==> config.mk <==
export PLATFORM = sky130hd
export DESIGN_NAME = hazard_stall_ctrl
export DESIGN_NICKNAME = d
export VERILOG_FILES = /design/src/rtl/hazard_stall_ctrl.sv
export SDC_FILE = /design/constraint.sdc
export NUM_CORES = 1
export LEC_CHECK = 0
export ABC_AREA = 1
export CAP_MARGIN = 20
export CORE_AREA = 3 3 77 79
export CTS_BUF_LIST = sky130_fd_sc_hd__clkbuf_4 sky130_fd_sc_hd__clkbuf_8
export DETAILED_ROUTE_END_ITERATION = 16
export DIE_AREA = 0 0 80 82
export HOLD_SLACK_MARGIN = 0.06
export PLACE_DENSITY_LB_ADDON = 0.1
export SLEW_MARGIN = 20
export SYNTH_ARGS = -nofsm -noshare
export SYNTH_HDL_FRONTEND = slang
export SYNTH_SLANG_ARGS = --single-unit
==> constraint.sdc <==
create_clock -name clk -period 2 [get_ports clk]
set_input_delay 0.6 -clock clk [delete_from_list [all_inputs] [get_ports clk]]
set_output_delay 0.6 -clock clk [all_outputs]
set_load 0.05 [all_outputs]
==> src/rtl/hazard_stall_ctrl.sv <==
// hazard_stall_ctrl
//   Load-use hazard and stall controller for a classic five-stage pipeline.
//   Detects a dependency between the instruction in ID and a load in EX, and
//   holds PC and IF/ID while feeding LOAD_LAT bubbles into ID/EX. A resolved
//   branch flushes IF/ID and cancels any pending stall. A memory stall
//   (mem_busy) freezes everything, including this controller's own state.
//
// Handshake semantics: branch_taken is a level that upstream holds until it
//   is accepted. It is accepted on any edge where mem_busy is low. mem_busy
//   is a level; while high, no control output asserts and no state advances.
//
// Ports
//   clk, rst_n                  clock, asynchronous active-low reset
//   if_id_rs, if_id_rt          source specifiers of the instruction in ID
//   if_id_use_rs, if_id_use_rt  ID instruction really reads rs / rt
//   id_ex_rt                    destination of the instruction in EX
//   id_ex_mem_read              EX instruction is a load
//   id_ex_valid                 EX slot holds a real instruction
//   branch_taken                redirect resolved this cycle
//   mem_busy                    data memory not ready; whole pipe frozen
//   perf_clr                    synchronous clear of stall_count
//   pc_write, if_id_write       PC and IF/ID load enables
//   id_ex_bubble                insert a NOP into ID/EX
//   if_id_flush                 clear IF/ID to a NOP
//   stall_active                FSM is in LOAD_STALL (state debug view)
//   stall_count                 saturating count of non-frozen bubble cycles
module hazard_stall_ctrl #(
  parameter int unsigned REG_W       = 5,
  parameter int unsigned LOAD_LAT    = 2,
  parameter int unsigned CNT_W       = 16,
  parameter bit          ZERO_EXEMPT = 1'b1
) (
  input  logic             clk,
  input  logic             rst_n,
  input  logic [REG_W-1:0] if_id_rs,
  input  logic [REG_W-1:0] if_id_rt,
  input  logic             if_id_use_rs,
  input  logic             if_id_use_rt,
  input  logic [REG_W-1:0] id_ex_rt,
  input  logic             id_ex_mem_read,
  input  logic             id_ex_valid,
  input  logic             branch_taken,
  input  logic             mem_busy,
  input  logic             perf_clr,
  output logic             pc_write,
  output logic             if_id_write,
  output logic             id_ex_bubble,
  output logic             if_id_flush,
  output logic             stall_active,
  output logic [CNT_W-1:0] stall_count
);

  typedef enum logic {
    IDLE       = 1'b0,
    LOAD_STALL = 1'b1
  } state_e;

  // The hazard cycle itself is the first bubble, so LOAD_STALL only has to
  // cover the remaining LOAD_LAT-1 cycles.
  localparam logic [2:0] REM_INIT = 3'(LOAD_LAT - 1);

  state_e           state_q, state_d;
  logic [2:0]       rem_q, rem_d;
  logic [CNT_W-1:0] cnt_q, cnt_d;

  logic hazard;
  logic rt_exempt;
  logic rs_match;
  logic rt_match;

  // Control outputs before the reset override.
  logic pc_write_c;
  logic if_id_write_c;
  logic id_ex_bubble_c;
  logic if_id_flush_c;

  assign rt_exempt = ZERO_EXEMPT && (id_ex_rt == '0);
  assign rs_match  = if_id_use_rs && (id_ex_rt == if_id_rs);
  assign rt_match  = if_id_use_rt && (id_ex_rt == if_id_rt);
  assign hazard    = id_ex_valid && id_ex_mem_read && !rt_exempt && (rs_match || rt_match);

  // Next state and outputs, priority: mem_busy, branch_taken, LOAD_STALL, hazard.
  always_comb begin
    state_d        = state_q;
    rem_d          = rem_q;
    pc_write_c     = 1'b1;
    if_id_write_c  = 1'b1;
    id_ex_bubble_c = 1'b0;
    if_id_flush_c  = 1'b0;

    if (mem_busy) begin
      pc_write_c    = 1'b0;
      if_id_write_c = 1'b0;
    end else if (branch_taken) begin
      id_ex_bubble_c = 1'b1;
      if_id_flush_c  = 1'b1;
      state_d        = IDLE;
      rem_d          = 3'd0;
    end else if (state_q == LOAD_STALL) begin
      // EX contents are ignored here: the stall length was fixed on entry.
      pc_write_c     = 1'b0;
      if_id_write_c  = 1'b0;
      id_ex_bubble_c = 1'b1;
      rem_d          = rem_q - 3'd1;
      if (rem_q == 3'd1) begin
        state_d = IDLE;
      end
    end else if (hazard) begin
      pc_write_c     = 1'b0;
      if_id_write_c  = 1'b0;
      id_ex_bubble_c = 1'b1;
      if (LOAD_LAT > 1) begin
        state_d = LOAD_STALL;
        rem_d   = REM_INIT;
      end
    end
  end

  // While reset is held the pipe must not advance and ID/EX must see NOPs,
  // independent of the clock, so the override is combinational on rst_n.
  always_comb begin
    if (!rst_n) begin
      pc_write     = 1'b0;
      if_id_write  = 1'b0;
      id_ex_bubble = 1'b1;
      if_id_flush  = 1'b0;
    end else begin
      pc_write     = pc_write_c;
      if_id_write  = if_id_write_c;
      id_ex_bubble = id_ex_bubble_c;
      if_id_flush  = if_id_flush_c;
    end
  end

  // Clear wins over increment; the count saturates rather than wrapping.
  always_comb begin
    cnt_d = cnt_q;
    if (perf_clr) begin
      cnt_d = '0;
    end else if (id_ex_bubble_c && !mem_busy && (cnt_q != {CNT_W{1'b1}})) begin
      cnt_d = cnt_q + {{(CNT_W-1){1'b0}}, 1'b1};
    end
  end

  always_ff @(posedge clk or negedge rst_n) begin
    if (!rst_n) begin
      state_q <= IDLE;
      rem_q   <= 3'd0;
      cnt_q   <= '0;
    end else begin
      state_q <= state_d;
      rem_q   <= rem_d;
      cnt_q   <= cnt_d;
    end
  end

  assign stall_active = (state_q == LOAD_STALL);
  assign stall_count  = cnt_q;

endmodule

# Word level (Yosys, flattened, before mapping)
# Index checks and enable logic that the tools add are counted.
# W data, S select, Z words.
classes:
  n_addsub: 2
  multipliers: 0
  div_mod_pow: 0
  magnitude_cmp: 0
  eq_ne: 4
  shifts: 0
  muxes: 21
  bitwise_logic: 1
  reduce_logical: 14
op_table:
  columns: ["op", "count"]
  rows:
  - ["$mux W16", 2]
  - ["$add A16 B1 Y16 const B", 1]
  - ["$mux W1", 16]
  - ["$ne A16 B16 Y1 const B", 1]
  - ["$eq A5 B5 Y1", 2]
  - ["$mux W3", 3]
  - ["$logic_and A1 B1 Y1", 7]
  - ["$logic_not A5 Y1", 1]
  - ["$eq A3 B1 Y1 const B", 1]
  - ["$reduce_bool A3 Y1", 1]
  - ["$sub A3 B1 Y3 const B", 1]
  - ["$logic_not A1 Y1", 2]
  - ["$reduce_and A2 Y1", 1]
  - ["$reduce_bool A2 Y1", 1]
  - ["$logic_or A1 B1 Y1", 1]
  - ["$not A1 Y1", 1]
totals:
  reg_bits: 20
  latchBits: 0
  ramBits: 0
  romBits: 0
  in_bits: 24
  output_inout_bits: 21
  elab_cells: 45
  n_memories: 0

# Longest topological paths before layout
logic_depth:
  ltp_word: 12
  ltp_mapped: 13
  ltp_nobuf: 12

# Least setup slack after synthesis
# Ideal clock, no wire load.
synth_timing:
  path_kind: "input -> output"
  startpoint: "input port id_ex_rt[2]"
  endpoint: "output port pc_write"
  arrival_ns: 2.142
  required_ns: 1.400
  path_slack_ns: -0.742
  stages: 12
  path_buffers: 1
  path_cell_list: "inv_1 -> nand2_1 -> nand2_1 -> nor2_1 -> nand3_1 -> nand2_1 -> nand2_1 -> nand2_1 -> nand2_1 -> nand2_1 -> nor2_1 -> buf_4"
synth_between:
  elab_chain_len: 9
  elab_cells_between_ends: 14
  classes_between: "eq/ne: 2; mux: 5; reduce/logical: 7"
synth_rtl:
  columns: ["item", "line_no", "source"]
  rows:
  - ["start, declared", "39", "input logic [REG_W-1:0] id_ex_rt,"]
  - ["$eq A5 B5 Y1 (tied with other cells)", "78", "assign rs_match = if_id_use_rs && (id_ex_rt == if_id_rs);"]
  - ["$logic_and A1 B1 Y1 (tied with other cells)", "78", null]
  - ["$logic_or A1 B1 Y1 or $logic_and A1 B1 Y1 (tied branches)", "80", "assign hazard = id_ex_valid && id_ex_mem_read && !rt_exempt && (rs_match || rt_match);"]
  - ["$logic_and A1 B1 Y1 *", "80", null]
  - ["$mux W1 * (5 in series)", null, null]
  - ["end, declared", "45", "output logic pc_write,"]
# Mark *: on every way between the ends. The rest lies on a longest branch, timed or not.

# Worst setup path after layout
layout_timing:
  startpoint: "input port if_id_rt[2]"
  endpoint: "output port pc_write"
layout_between:
  elab_chain_len: 9
layout_rtl:
  columns: ["item", "line_no", "source"]
  rows:
  - ["start, declared", "36", "input logic [REG_W-1:0] if_id_rt,"]
  - ["$eq A5 B5 Y1", "79", "assign rt_match = if_id_use_rt && (id_ex_rt == if_id_rt);"]
  - ["$logic_and A1 B1 Y1", "79", null]
  - ["$logic_or A1 B1 Y1", "80", null]
  - ["$logic_and A1 B1 Y1", "80", null]
  - ["$mux W1", "108", "end else if (hazard) begin"]
  - ["$mux W1", "99", "end else if (state_q == LOAD_STALL) begin"]
  - ["$mux W1", "94", "end else if (branch_taken) begin"]
  - ["$mux W1", "91", "if (mem_busy) begin"]
  - ["$mux W1", "122", "if (!rst_n) begin"]
# No other way between the ends.

==> flow_metrics.tcl <==
set metrics [dict create \
    layout-drive-gt1-share 0.325 \
    timing.final.crit_period_ps 2210 \
    synthCells 251 \
    start_util 0.290 \
    critical_path.startpoint_type "input pin" \
    grt_max_degree 17 \
    ys_warn_count 0 \
    period_share 1.11 \
    crit_path_end_kind "output port" \
    cpMaxStageDelayCell "nor2_4" \
    port_buffers 44 \
    hold_ws_ps 492 \
    dp.cells 380 \
    h-tree-depth 1 \
    ys_seq_elements 20 \
    slew_viol_final 0 \
    hold_path.class "in -> async" \
    status "finished, violations left" \
    crit_arrival_ps 1610 \
    core_um2 5410 \
    diodes 0 \
    layout_common_cells "nand2_1, buf_4, nor2_1, nand3_1" \
    critPathMaxStageDelay_ps 170 \
    cts_tree "done" \
    clkTransAtPathRegs_ps 90 \
    fin_skew_ps 9.16 \
    drt_iter0_drc 72 \
    peakVddDrop_v 0.000333 \
    cts_buffers 3 \
    drc 0 \
    ctsHoldBuffers 0 \
    grt_pass1_wl_um 7510 \
    ios 45 \
    instances_no_fill 392 \
    critPathKind "in -> out" \
    area_growth_pct 63.1 \
    final-setup-viol-count 4 \
    ff_latch_area_um2 500 \
    routed_via_density 4.42 \
    final_util 0.473 \
    fmax_mhz 452 \
    dieHeight_um 82 \
    fin_ws_ps -213 \
    violations "negative setup slack" \
    multi_input_area_um2 971 \
    clk-insertion-delay-late_ps 270 \
    layout_commonest_cell "nand2_1" \
    path_max_fanout 2 \
    ys_seq_area_frac 0.319 \
    slew_headroom 0.748 \
    tns_ps -635 \
    synth_nets 278 \
    fill_cells 558 \
    drtAntennaViolNets 0 \
    clkSinkCount 20 \
    place_congestion 0.842 \
    cellLeakagePower_uw 0.00130 \
    syn_area_um2 1570 \
    synth_top_area_frac 0.319 \
    drt_wl_total_um 4480 \
    fp.dieArea_um2 6560 \
    dp.final_hpwl_um 3550 \
    power.density_nw_per_um2 471 \
    syn_area_per_cell_um2 6.25 \
    cts_root_buf "clkbuf_8" \
    nets 348 \
    dieWidth_um 80 \
    drt_first_pass_iters 4 \
    rsz0062_at_grt "yes" \
    vias 1732 \
    path_cells "buf_6 > inv_8 > nand2_2 > nand2_1 > nor2_1 > nand3_1 > nand2_1 > nand2_2 > nand2_2 > nand2_2 > nand2_2 > nor2_4 > buf_12" \
    num_rows 27 \
    grt_antenna_before_repair 0 \
    grt_pass1_vias 1628 \
    yosysTopAreaCell "dfrtp_1" \
    synth_area_leaders "dfrtp_1, nand2_1, nand3_1, nor2_1, inv_1" \
    required_ps 1400 \
    hold_violations 0 \
    grt.total_usage 0.144 \
    crit_top_cell "nand2_2" \
    synth.distinct_cells 24 \
    tightest_slew_ps 375 \
    drt-wirelength-per-cell_um 11.4 \
    grt_overflow_total 0 \
    p_total_uw 1200 \
    cts_buffer_depth 2 \
    max-cap-violations 0 \
]
-- area by class of cell --
cell class / count / share of cell area
clock inverter: 1 / 0.0117
inverter: 35 / 0.0749
tap: 72 / 0.0352
sequential: 20 / 0.196
timing repair buffer: 71 / 0.287
multi-input combinational: 190 / 0.380
clock buffer: 3 / 0.0161
-- synthesized netlist by cell type (all sizes together) --
library cell  count
inv              34
ha                3
nand3            29
o21ai             5
clkbuf            2
nor2             34
a21oi             1
nand4             3
xor2              8
buf               4
o22ai             1
clkinv            1
nor3              8
xnor2             3
dfrtp            20
a311oi            1
nand2            94
-- routing by layer --
metal  wire (um)  vias up  track usage
li1            -      918            -
met1        2150      772        0.204
met2        2070       40        0.235
met3         246        2       0.0318
met4          12        0       0.0101
met5           0        -            0
-- final timing paths --
kind                              startpoint        endpoint  slack [ps]  cells after the start
worst min-delay path                   rst_n        rem_q[2]         490                      2
worst max-delay path             if_id_rt[2]        pc_write        -210                     13
worst min register to register      rem_q[1]        rem_q[1]         490                      2
worst max register to register  stall_active    stall_active         190                     12
max in group asynchronous              rst_n  stall_count[8]        1180                      3
min in group clk                    rem_q[1]        rem_q[1]         490                      2
-- critical path, delay by kind of cell --
family	cells	cell delay [ps]
simple gates	10	730
buf+inv	3	300
-- sequential cells by signal, indices dropped and copies added, names as in the netlist --
name / cells
rem_q: 3
stall_count: 16
stall_active: 1
-- cell families (layout without fill, tap and decap cells) --
family,after synthesis,count (layout),synth area share
AO/OA/AOI/OAI,8,8,0.0287
buffers and inverters,41,110,0.111
adder cells (fa/ha/maj),3,3,0.0239
flip-flops,20,20,0.319
AND/OR/NAND/NOR,168,168,0.456
XOR/XNOR,11,11,0.0615
-- per-stage QoR --
| step | area [um2] | setup WS (ps) |
|---|---|---|
| finish | 2560 | -213 |
| global route | 2560 | -331 |
| CTS | 2490 | -210 |
| detailed placement | 2350 | -780 |
| global placement | 2350 | -784 |
| floorplan | 1650 | -292 |
-- timing repair --
action,4_1_cts,5_1_grt
endpoints found under the setup margin,20,5
pin swaps,20,19
buffers inserted,7,3
cloned,0,0
gates resized for setup,101,16
-- report_power, final --
| part | total (uW) | leakage (uW) | internal [uW] | switching, uW |
|---|---|---|---|---|
| Combinational | 350 | 0.000988 | 162 | 188 |
| Clock | 418 | 0.0000357 | 267 | 151 |
| Sequential | 436 | 0.000276 | 417 | 18.6 |
| Total | 1200 | 0.00130 | 847 | 357 |
(Power assumes the default switching activity.)
